## src/rtl/axil_to_bram_master.sv

```systemverilog
// rtl/axil_to_bram_master.sv - AXI4-Lite subordinate issuing single accesses on a BRAM-style port
module axil_to_bram_master #(
  parameter int ADDR_WIDTH = 16,
  parameter int DATA_WIDTH = 64,
  localparam int STRB_WIDTH = DATA_WIDTH / 8
) (
  input  logic                  clk,
  input  logic                  rstn,
  // AW channel
  input  logic [ADDR_WIDTH-1:0] s_awaddr,
  input  logic                  s_awvalid,
  output logic                  s_awready,
  // W channel
  input  logic [DATA_WIDTH-1:0] s_wdata,
  input  logic [STRB_WIDTH-1:0] s_wstrb,
  input  logic                  s_wvalid,
  output logic                  s_wready,
  // B channel
  output logic [1:0]            s_bresp,
  output logic                  s_bvalid,
  input  logic                  s_bready,
  // AR channel
  input  logic [ADDR_WIDTH-1:0] s_araddr,
  input  logic                  s_arvalid,
  output logic                  s_arready,
  // R channel
  output logic [DATA_WIDTH-1:0] s_rdata,
  output logic [1:0]            s_rresp,
  output logic                  s_rvalid,
  input  logic                  s_rready,
  // BRAM initiator port
  output logic [ADDR_WIDTH-1:0] bram_addr,
  output logic                  bram_en,
  output logic [STRB_WIDTH-1:0] bram_we,
  output logic [DATA_WIDTH-1:0] bram_wrdata,
  input  logic [DATA_WIDTH-1:0] bram_rddata
);

  // Word-aligned BRAM addressing: byte-lane bits are always cleared.
  localparam int LSB = $clog2(STRB_WIDTH);
  localparam logic [ADDR_WIDTH-1:0] ADDR_MASK = {ADDR_WIDTH{1'b1}} << LSB;

  typedef enum logic [2:0] {
    IDLE  = 3'd0,
    WR    = 3'd1,
    BRESP = 3'd2,
    RD    = 3'd3,
    RWAIT = 3'd4,
    RRESP = 3'd5
  } state_t;

  state_t                  state_q, state_d;
  logic                    last_wr_q, last_wr_d;
  logic                    awready_q, awready_d;
  logic                    wready_q, wready_d;
  logic                    arready_q, arready_d;
  logic                    bvalid_q, bvalid_d;
  logic                    rvalid_q, rvalid_d;
  logic [DATA_WIDTH-1:0]   rdata_q, rdata_d;
  logic [ADDR_WIDTH-1:0]   addr_q, addr_d;
  logic                    en_q, en_d;
  logic [STRB_WIDTH-1:0]   we_q, we_d;
  logic [DATA_WIDTH-1:0]   wrdata_q, wrdata_d;

  logic wr_cand;
  logic rd_cand;

  // AW and W are only ever taken as a pair.
  assign wr_cand = s_awvalid & s_wvalid;
  assign rd_cand = s_arvalid;

  // Next-state and registered-output logic; IDLE first raises ready, then takes the beat.
  always_comb begin
    state_d   = state_q;
    last_wr_d = last_wr_q;
    awready_d = 1'b0;
    wready_d  = 1'b0;
    arready_d = 1'b0;
    bvalid_d  = bvalid_q;
    rvalid_d  = rvalid_q;
    rdata_d   = rdata_q;
    addr_d    = addr_q;
    en_d      = 1'b0;
    we_d      = we_q;
    wrdata_d  = wrdata_q;
    case (state_q)
      IDLE: begin
        if (awready_q) begin
          // Write handshake completes on this edge.
          state_d   = WR;
          en_d      = 1'b1;
          we_d      = s_wstrb;
          addr_d    = s_awaddr & ADDR_MASK;
          wrdata_d  = s_wdata;
          last_wr_d = 1'b1;
        end else if (arready_q) begin
          // Read handshake completes on this edge.
          state_d   = RD;
          en_d      = 1'b1;
          we_d      = '0;
          addr_d    = s_araddr & ADDR_MASK;
          last_wr_d = 1'b0;
        end else if (wr_cand && (!rd_cand || !last_wr_q)) begin
          awready_d = 1'b1;
          wready_d  = 1'b1;
        end else if (rd_cand) begin
          arready_d = 1'b1;
        end
      end
      WR: begin
        state_d  = BRESP;
        we_d     = '0;
        bvalid_d = 1'b1;
      end
      BRESP: begin
        if (s_bready) begin
          bvalid_d = 1'b0;
          state_d  = IDLE;
        end
      end
      RD: begin
        state_d = RWAIT;
      end
      RWAIT: begin
        rdata_d  = bram_rddata;
        rvalid_d = 1'b1;
        state_d  = RRESP;
      end
      RRESP: begin
        if (s_rready) begin
          rvalid_d = 1'b0;
          state_d  = IDLE;
        end
      end
      default: begin
        state_d = IDLE;
      end
    endcase
  end

  // State and output registers; reset abandons any transaction in flight.
  always_ff @(posedge clk or negedge rstn) begin
    if (!rstn) begin
      state_q   <= IDLE;
      last_wr_q <= 1'b0;
      awready_q <= 1'b0;
      wready_q  <= 1'b0;
      arready_q <= 1'b0;
      bvalid_q  <= 1'b0;
      rvalid_q  <= 1'b0;
      rdata_q   <= '0;
      addr_q    <= '0;
      en_q      <= 1'b0;
      we_q      <= '0;
      wrdata_q  <= '0;
    end else begin
      state_q   <= state_d;
      last_wr_q <= last_wr_d;
      awready_q <= awready_d;
      wready_q  <= wready_d;
      arready_q <= arready_d;
      bvalid_q  <= bvalid_d;
      rvalid_q  <= rvalid_d;
      rdata_q   <= rdata_d;
      addr_q    <= addr_d;
      en_q      <= en_d;
      we_q      <= we_d;
      wrdata_q  <= wrdata_d;
    end
  end

  assign s_awready   = awready_q;
  assign s_wready    = wready_q;
  assign s_arready   = arready_q;
  assign s_bvalid    = bvalid_q;
  assign s_bresp     = 2'b00;
  assign s_rvalid    = rvalid_q;
  assign s_rdata     = rdata_q;
  assign s_rresp     = 2'b00;
  assign bram_addr   = addr_q;
  assign bram_en     = en_q;
  assign bram_we     = we_q;
  assign bram_wrdata = wrdata_q;

endmodule

```

## config.mk

```make
export PLATFORM = sky130hd
export DESIGN_NAME = axil_to_bram_master
export DESIGN_NICKNAME = d
export VERILOG_FILES = /design/src/rtl/axil_to_bram_master.sv
export SDC_FILE = /design/constraint.sdc
export NUM_CORES = 1
export LEC_CHECK = 0
export CAP_MARGIN = 30
export CORE_MARGIN = 10
export CORE_UTILIZATION = 40
export DETAILED_ROUTE_END_ITERATION = 8
export PLACE_DENSITY = 0.81
export SLEW_MARGIN = 40
export SYNTH_ARGS = -nofsm -noshare
export SYNTH_HDL_FRONTEND = slang
export SYNTH_SLANG_ARGS = --single-unit
```

## constraint.sdc

```tcl
create_clock -name clk -period 2.09 [get_ports clk]
set_clock_uncertainty 0.2 [all_clocks]
set_input_delay 0.418 -clock clk [delete_from_list [all_inputs] [get_ports clk]]
set_output_delay 0.418 -clock clk [all_outputs]
set_load 0.01 [all_outputs]
```

==> impl_metrics.ini, run 1 <==
[floorplanning]
die_h_um = 148
ios = 337
rows = 46
die_w_um = 148
coreArea_um2 = 15900
start_util_pct = 40.9
dieArea_um2 = 21800

[sta]
setup_viol = 0
clock.fmax_mhz = 502
tns_ns = 0
min_period_over_period_pct = 95.3
hold_viol_final = 0
drv_slew = 0
worst_pin_slew_ns = 0.536
post-route-min-period_ns = 1.99
slew_headroom_pct = 64.3
grt_setup_unrepaired = false
timing.hold.ws_ns = 0.284

[detailed_routing]
routed_via_density = 4.79
ant_nets = 0
routed_wl_mm = 20.3
num_vias = 4537
drtPass1Iterations = 6
drcViolationCount = 0
drt_iter0_drc = 113
routedWlPerCell_um = 21.5

[outcome]
outcome = completed

[clock_tree]
cts.sink_count = 158
cts_tree = yes
cts_buffer_depth = 2
root_buffer = clkbuf_16
cts_buffers = 17
cts.clk_slew.worst_paths_ns = 0.06
clock_latency_ns = 0.42
ctsHtreeMaxLevel = 4

[setup_path]
critPathSlowestCell = clkdlybuf4s50_1
crit_family = buffers and inverters
endpoint_kind = output port
cp.required_ns = 1.47
worstPathMaxFanout = 2
cp_cell_sequence = clkdlybuf4s50_1
criticalPathCategory = register to output port
cp.arrival_ns = 1.37
cp_slowest_stage_delay_ns = 0.58
path_buf_inv = 1
startpoint_type = register

[yosys]
synth_area_leader_cell = dfrtp_1
yosysSeqAreaShare_pct = 60.6
synth_top_area_share_pct = 60.6
avgSynthCellArea_um2 = 17.1
syn_area_um2 = 6520
synth.area.top_cells = dfrtp_1 61%, mux2_2 15%, mux2_4 14%, buf_12 2.1%, buf_6 1.6%
yosys.cell_types.count = 26
synthCells = 382
yosysWarnings = 0
ys_ff_latch = 158

[grt]
grt_pass1_vias = 5141
track_usage_pct = 18.6
grt_max_degree = 53
grt_overflow = 0
antenna_found_initial = 0
grt_pass1_wl_mm = 31.3

[cells_and_area]
final_nets = 895
final_cell_area_um2 = 10500
antenna_cells = 0
drive_gt1_share_pct = 27.1
finalNonFillerCells = 947
syn2layout_area_growth_pct = 61.6
final_cell_mix = 321 x clkdlybuf4s50_1, 157 x dfrtp_1, 85 x mux2_2
final_common_cell = clkdlybuf4s50_1

[power]
p_per_area_nw_per_um2 = 1520
leakagePower_nw = 4.48
ir_drop_mv = 0.678

[min_path]
hp-class = register to register

[placed_design]
place_congestion = 0.751
portBuffers = 323
place_area_um2 = 9930
dpl.hpwl_mm = 16.1
place_inst = 914

[job]
max_cap_violations = 0
per-layer routing:
metal | global-route usage (%) | vias up | wire (um)
met2 | 32.0 | 221 | 10500
met5 | 0 | - | 0
met3 | 8.52 | 32 | 2000
li1 | - | 2007 | -
met1 | 19.5 | 2277 | 7340
met4 | 6.99 | 0 | 534
cells in the mapped netlist, drive strengths merged:
cell type,number
o21ai,2
o21bai,2
inv,1
a21oi,2
mux2,154
o31ai,1
a2bb2oi,1
and2,1
buf,30
nor3b,1
conb,1
a22o,8
dfrtp,158
a21o,1
nor2,7
nand3b,3
nand2,5
nor3,1
a211oi,1
nor2b,2
registers in the layout, indices dropped and copies added (netlist names):
signal and count:
bram_wrdata 64, s_rdata 64, bram_addr 13, bram_we 8, state_q 3, bram_en 1
last_wr_q 1, s_arready 1, s_bvalid 1, s_rvalid 1, s_wready 1
through the flow:
stage / utilization [%] / setup slack (ns) / power [W]
floorplan: - / 0.333 / 0.00895
global placement: 62.3 / 0.268 / 0.0128
detailed placement: 62.3 / 0.225 / 0.0131
CTS: 66.1 / 0.0139 / 0.0163
global route: 66.1 / 0.0501 / 0.0169
finish: 66.1 / 0.0982 / 0.0160
worst paths after layout:
kind,cells past startpoint,startpoint,slack [ns],to
worst min-delay path,1,bram_addr[9],0.28,bram_addr[9]
max in group asynchronous,3,rstn,0.73,s_rdata[15]
worst max-delay path,1,bram_wrdata[42],0.1,bram_wrdata[42]
worst max register to register,4,state_q[1],0.21,bram_wrdata[63]
worst min register to register,1,bram_addr[9],0.28,bram_addr[9]
min in group asynchronous,2,rstn,0.35,s_rdata[5]
report_power, final:
group / internal, W / switching (W) / total, W
Combinational: 0.00479 / 0.00270 / 0.00749
Clock: 0.00187 / 0.00115 / 0.00302
Sequential: 0.00461 / 0.000913 / 0.00552
logic make-up (layout without fill, tap and decap cells):
group / Yosys count / in the layout / synth area share (%)
other: 1 / 7 / 0.0575
AOI/OAI and AO/OA: 18 / 18 / 2.17
muxes: 154 / 154 / 30.0
and+or+nand+nor: 20 / 20 / 1.84
buffers and inverters: 31 / 374 / 5.26
DFF: 158 / 158 / 60.6
cell type report:
class                      count  area, um2
timing repair buffer         343       3480
clock buffer                  24        492
tap                          216        270
inverter                       1       3.75
fill                        1159       5410
multi-input combinational    199       2250
clock inverter                 6       83.8
sequential                   158       3960
what timing repair did:
action / 4_1_cts / 5_1_grt
buffers inserted: 2 / 0
hold buffers: 1 / 0
setup endpoints to repair: 2 / 1
resized for setup: 1 / 1
hold endpoints to repair: 46 / 0
Power figures use the tool's default switching activity.
==> run 2: changes to the inputs <==
--- a/config.mk
+++ b/config.mk
@@ -5,10 +5,12 @@
 export SDC_FILE = /design/constraint.sdc
 export NUM_CORES = 1
 export LEC_CHECK = 0
+export ABC_CLOCK_PERIOD_IN_PS = 2090
 export CAP_MARGIN = 30
 export CORE_MARGIN = 10
 export CORE_UTILIZATION = 40
 export DETAILED_ROUTE_END_ITERATION = 8
+export GPL_ROUTABILITY_DRIVEN = 0
 export PLACE_DENSITY = 0.81
 export SLEW_MARGIN = 40
 export SYNTH_ARGS = -nofsm -noshare
==> results of run 2 <==
The final DEF is identical to that of run 1; final timing and power are the same.
==> run 3: changes to the inputs <==
--- a/config.mk
+++ b/config.mk
@@ -6,7 +6,7 @@
 export NUM_CORES = 1
 export LEC_CHECK = 0
 export ABC_CLOCK_PERIOD_IN_PS = 2090
-export CAP_MARGIN = 30
+export CAP_MARGIN = 20
 export CORE_MARGIN = 10
 export CORE_UTILIZATION = 40
 export DETAILED_ROUTE_END_ITERATION = 8
==> results of run 3 <==
The final DEF is identical to that of run 1; final timing and power are the same.
